**config.mk**
```make
export PLATFORM = sky130hd
export DESIGN_NAME = param_sync_fifo
export DESIGN_NICKNAME = d
export VERILOG_FILES = /design/src/rtl/param_sync_fifo.sv
export SDC_FILE = /design/constraint.sdc
export NUM_CORES = 1
export LEC_CHECK = 0
export CAP_MARGIN = 5
export CORE_UTILIZATION = 55
export DETAILED_ROUTE_END_ITERATION = 8
export HOLD_SLACK_MARGIN = 0.12
export PLACE_DENSITY_LB_ADDON = 0.25
export SLEW_MARGIN = 20
export SYNTH_ARGS = -nofsm -noshare
export SYNTH_HDL_FRONTEND = slang
export SYNTH_SLANG_ARGS = --single-unit
```
**constraint.sdc**
```tcl
create_clock -name clk -period 5.4 [get_ports clk]
set_input_delay 0.54 -clock clk [delete_from_list [all_inputs] [get_ports clk]]
set_output_delay 0.54 -clock clk [all_outputs]
set_load 0.03 [all_outputs]
```
**src/rtl/param_sync_fifo.sv**
```systemverilog
// Single-clock FIFO with registered read data, fill count and threshold flags.
// Optional sticky overflow/underflow flags with clear_err when PARAM_SYNC_FIFO_ERR_EN is defined.
module param_sync_fifo #(
    parameter int DATA_WIDTH    = 8,
    parameter int DEPTH         = 16,
    parameter int AFULL_THRESH  = 14,
    parameter int AEMPTY_THRESH = 2
) (
    input  logic                       clk,
    input  logic                       reset,
    input  logic                       write_en,
    input  logic                       read_en,
    input  logic [DATA_WIDTH-1:0]      data_in,
    output logic [DATA_WIDTH-1:0]      out,
    output logic                       mem_full,
    output logic                       mem_empty,
    output logic                       almost_full,
    output logic                       almost_empty,
`ifdef PARAM_SYNC_FIFO_ERR_EN
    input  logic                       clear_err,
    output logic                       overflow,
    output logic                       underflow,
`endif
    output logic [$clog2(DEPTH):0]     fill_count
);
    localparam int AW = $clog2(DEPTH);
    localparam int CW = AW + 1;

    logic [DATA_WIDTH-1:0] r_mem [DEPTH];
    logic [AW-1:0]         r_wr_ptr;
    logic [AW-1:0]         r_rd_ptr;
    logic [CW-1:0]         r_count;
    logic [DATA_WIDTH-1:0] r_out;
    logic                  w_wr_acc;
    logic                  w_rd_acc;

    // Acceptance looks only at registered flags, so full+both reads and empty+both writes.
    assign w_wr_acc = write_en && !mem_full;
    assign w_rd_acc = read_en  && !mem_empty;

    always_ff @(posedge clk or negedge reset) begin
        if (!reset) begin
            r_wr_ptr <= '0;
            r_rd_ptr <= '0;
            r_count  <= '0;
            r_out    <= '0;
        end else begin
            if (w_wr_acc)
                r_wr_ptr <= r_wr_ptr + AW'(1);
            if (w_rd_acc) begin
                r_rd_ptr <= r_rd_ptr + AW'(1);
                r_out    <= r_mem[r_rd_ptr];
            end
            case ({w_wr_acc, w_rd_acc})
                2'b10:   r_count <= r_count + CW'(1);
                2'b01:   r_count <= r_count - CW'(1);
                default: r_count <= r_count;
            endcase
        end
    end

    // Storage is not reset; pointers alone define which entries are live.
    always_ff @(posedge clk) begin
        if (w_wr_acc)
            r_mem[r_wr_ptr] <= data_in;
    end

    assign out          = r_out;
    assign fill_count   = r_count;
    assign mem_full     = (int'(r_count) == DEPTH);
    assign mem_empty    = (r_count == '0);
    assign almost_full  = (int'(r_count) >= AFULL_THRESH);
    assign almost_empty = (int'(r_count) <= AEMPTY_THRESH);

`ifdef PARAM_SYNC_FIFO_ERR_EN
    logic r_overflow;
    logic r_underflow;

    // Set has priority over clear_err in the same cycle.
    always_ff @(posedge clk or negedge reset) begin
        if (!reset) begin
            r_overflow  <= 1'b0;
            r_underflow <= 1'b0;
        end else begin
            if (write_en && mem_full)
                r_overflow <= 1'b1;
            else if (clear_err)
                r_overflow <= 1'b0;
            if (read_en && mem_empty)
                r_underflow <= 1'b1;
            else if (clear_err)
                r_underflow <= 1'b0;
        end
    end

    assign overflow  = r_overflow;
    assign underflow = r_underflow;
`endif

endmodule
```
==> results list <==
* Status: finished clean
* Total of endpoints with negative setup slack in the final report: 0
- Leading register cell type out of synthesis: sky130_fd_sc_hd__edfxtp_1
- Net switching is around 30% of the power.
- In this run the tightest slew margin relative to its limit is 35.2%.
* Average vias per placed instance: 5.87
- Buffers inserted during clock tree synthesis total 17.
- The die covers 0.0112 sq mm.
* Antenna violation net count after detailed routing: 0
- The routed design uses 427 microns of met3 wire.
* Smallest setup slack after layout: 2.23 ns
* Worst Hold Slack: 0.486 ns
- Critical Path Source Type: flop
- The synthesized netlist occupies a cell area of 0.00594 sq mm.
- Min-Delay Path Class: reg -> reg
- Worst setup slack for register-to-register paths: 2.23 ns
- Number of fill cells in the layout: about 670
* Count of state elements after synthesis: 149
* Count of unique library cells instantiated by Yosys: 34
- Total wire length after detailed routing: approximately 11 mm
* Leak pwr: 2.41 nW
* Final cell utilization of the core: 67.5%
- The clock net in this run drives a total of 149 sinks.
- Cell type with the highest aggregate area in the netlist: sky130_fd_sc_hd__edfxtp_1
- Fraction of power consumed by combinational cells: around 28%
- Setup repair after global routing left no endpoint under its margin.
- For the pin with the worst max-slew slack, the measured transition is 0.969 ns.
- TNS Setup: 0 ns
- IR Drop Worst-Case VDD: 313 uV
- Synthesis produced a netlist with a net count of between 300 and 400.
* Global-route congestion overflow total: 0
- In this run the biggest area consumer among cell types represents 64.7% of the synthesized area.
- Number of vias in the routed layout: 2,941
* Number of I/O port buffers: 28
- Max-slew violations: 0
- Count of endpoints failing hold in the final timing report: 0
- WP data arrival: 3.57 ns
- Top-level I/O count: 29
- The HPWL after detailed placement is between 6 and 7 mm.
- The initial antenna violation count is 0.
- The first detailed-routing pass took 4 iterations.
- After synthesis, the share of flip-flops with an asynchronous set or reset is 14.1%.
- For this block, wires on met1 add up to 5.04 mm.
- Cell types with the largest area share after synthesis: sky130_fd_sc_hd__edfxtp_1 65%, sky130_fd_sc_hd__mux4_2 13%, sky130_fd_sc_hd__dfrtp_1 8.8%
- Post-CTS timing repair inserted 0 buffers for setup.
* Maximum achievable frequency: 316 MHz
* Initial drt markers: 253
- Required arrival time at the worst endpoint: ~5.8 ns
* Clk Latency, worst-skew pair: 0.52 ns
* Number of nets at the end of the flow: ~370
- Routed signal wires occupy layers up through met4.
- After floorplanning, the core was sized to cover 0.0104 sq mm.
* Die height: roughly 110 microns
- First-pass GRT wire length: 17.9 mm
- The clock passes through at most 2 buffers.
- Count of yosys warnings during synthesis: 0
- The critical path in this run is classified as reg -> reg.
* Pre-CTS setup slack: 2.26 ns
- Maximum Capacitance Violations: 0
* Area of all placed cells without fillers: roughly 0.007 sq mm
- Capturing instance or port of the critical path: fill_count[4]
* Synthesized instance count: around 320
* Share of cells above drive strength 1: between 20% and 30%
- Clk Tree Root Cell: sky130_fd_sc_hd__clkbuf_8
- Num rows: 37
* Register-to-Register Path Depth: 11
- Global placement routability congestion: 0.788
* Proportion of synthesized chip area in sequential cells: 73.5%
- Critical R2R Launch: fill_count[4]
* Share of power burned in the clock network: 32.7%
* Die W: 106 microns
- After layout, the minimum clock period comes to ~3.2 ns.
* Capture instance of the worst register-to-register path: fill_count[4]
* TritonCTS clock tree: built
- Initial core utilization: 57.0%
- Type of element capturing the critical path: flop
- WL met2: approximately 5.8 mm
* Share of power burned in registers: 39.6%
- Entering global routing, the biggest net connects 29 pins.
* Wirelength per Cell: 22.7 microns
* Via count of the first global-routing pass: 3,108
- CTS built an H-tree with a depth of 4.
- Internal power consumption: 0.00286 W
- The repair_antennas step left the layout with diodes totalling 0.
- Post-synth EDFFs: 128
- Area growth from synthesis to final layout: 18.4%
- After detailed routing, the number of remaining DRC violations is 0.
* Top library cells by usage in the layout, fill and taps aside: 128 x sky130_fd_sc_hd__edfxtp_1, 33 x sky130_fd_sc_hd__mux4_2, 27 x sky130_fd_sc_hd__nand2_1, 27 x sky130_fd_sc_hd__clkdlybuf4s50_1, 20 x sky130_fd_sc_hd__dfrtp_1
* Reported net switching power: 0.00123 W
- Clock skew on the completed layout was measured at 0.00651 ns.
* GRT Util Overall: 23.0%
* Total cell area at the placement stage: 0.00635 sq mm
* Maximum fanout along the worst path: 17
- Most frequent standard cell in the layout excluding fill and tap cells: sky130_fd_sc_hd__edfxtp_1
* Fraction of the cycle the final worst path needs: between 50 and 60%
- Averaged over all synthesized cells, the footprint is approximately 19 sq um.
* PwrDens: 582 mW/mm^2
- Post-CTS clock slew at the launch and capture registers of the worst setup and hold paths: about 0.06 ns
* Critical Path Start: fill_count[4]
[repair_timing]
item | 4_1_cts | 5_1_grt
hold endpoints to repair | 0 | 21
gates resized for setup | 0 | 0
hold buffers | 0 | 1
[power groups by stage]
| stage | Combinational (W) | Clock, W | Sequential [W] |
|---|---|---|---|
| final | 0.00113 | 0.00134 | 0.00162 |
| after detailed placement | 0.00114 | 0 | 0.00164 |
| after global placement | 0.00112 | 0 | 0.00164 |
| after floorplan | 0.000789 | 0 | 0.00162 |
| after CTS | 0.00115 | 0.00135 | 0.00162 |
| after global routing | 0.00122 | 0.00140 | 0.00164 |
[area by class of cell]
class	instances	area [sq um]	share of cell area, %
flip-flops and latches	149	4370	62.1
multi-input cells	142	1470	20.9
clock buffers	20	425	6.05
repair buffers	32	308	4.38
clock inverters	12	249	3.54
well taps	136	170	2.42
inverters	10	37.5	0.534
[worst min-delay path by stage]
stage,endpoint,slack (ns),from,cells after the start
5_1_grt,out[1],0.53,out[1],2
2_1_floorplan,fill_count[0],0.24,reset,0
3_3_place_gp,out[5],0.47,out[5],2
6_report,out[0],0.49,out[0],2
3_5_place_dp,out[0],0.48,out[0],2
4_1_cts,out[0],0.49,out[0],2
[cell families after synthesis]
family / after synthesis / synth area share, %
multiplexers: 42 / 14.0
flip-flops: 149 / 73.5
XOR/XNOR: 10 / 1.47
buffers and inverters: 26 / 1.94
AND/OR/NAND/NOR: 57 / 4.30
AO/OA/AOI/OAI: 23 / 2.48
adder cells (fa/ha/maj): 10 / 2.23
[metal layers]
layer  GRT usage, %  up-vias
li1               -     1313
met1           32.0     1540
met2           35.9       78
met3           4.78       10
met4           9.62        0
met5              0        -
[cells in the mapped netlist, types with 2 or more instances]
master,count
sky130_fd_sc_hd__a21oi_1,3
sky130_fd_sc_hd__buf_1,3
sky130_fd_sc_hd__buf_2,5
sky130_fd_sc_hd__buf_4,3
sky130_fd_sc_hd__clkbuf_1,5
sky130_fd_sc_hd__dfrtp_1,21
sky130_fd_sc_hd__edfxtp_1,128
sky130_fd_sc_hd__ha_1,9
sky130_fd_sc_hd__inv_1,7
sky130_fd_sc_hd__inv_2,3
sky130_fd_sc_hd__mux2i_1,8
sky130_fd_sc_hd__mux4_2,33
sky130_fd_sc_hd__nand2_1,27
sky130_fd_sc_hd__nand2b_1,3
sky130_fd_sc_hd__nand4_1,2
sky130_fd_sc_hd__nor2_1,12
sky130_fd_sc_hd__nor3_1,4
sky130_fd_sc_hd__o21ai_1,10
sky130_fd_sc_hd__o221ai_1,7
sky130_fd_sc_hd__or3_1,2
sky130_fd_sc_hd__xnor2_1,8
sky130_fd_sc_hd__xor2_1,2
[critical path, cell delays in order (launching register included)]
cell and delay (ns):
sky130_fd_sc_hd__dfrtp_1 0.42, sky130_fd_sc_hd__or3_1 0.39, sky130_fd_sc_hd__or3_1 0.36, sky130_fd_sc_hd__nand2_2 0.28
sky130_fd_sc_hd__inv_2 0.11, sky130_fd_sc_hd__ha_1 0.25, sky130_fd_sc_hd__ha_1 0.33, sky130_fd_sc_hd__nor2b_1 0.15
sky130_fd_sc_hd__o21ai_1 0.18, sky130_fd_sc_hd__a21oi_1 0.09, sky130_fd_sc_hd__or3b_1 0.36, sky130_fd_sc_hd__xnor2_1 0.13
[sequential cells by signal, summed over array words and instances, names as in the netlist]
name        count
out             8
r_rd_ptr        4
fill_count      5
r_mem         128
r_wr_ptr        4
[per-stage QoR]
step,power (W),cells
global placement,0.00276,468
CTS,0.00413,500
finish,0.00409,501
detailed placement,0.00278,468
floorplan,0.00241,317
global route,0.00426,501
Power figures use the tool's default switching activity.
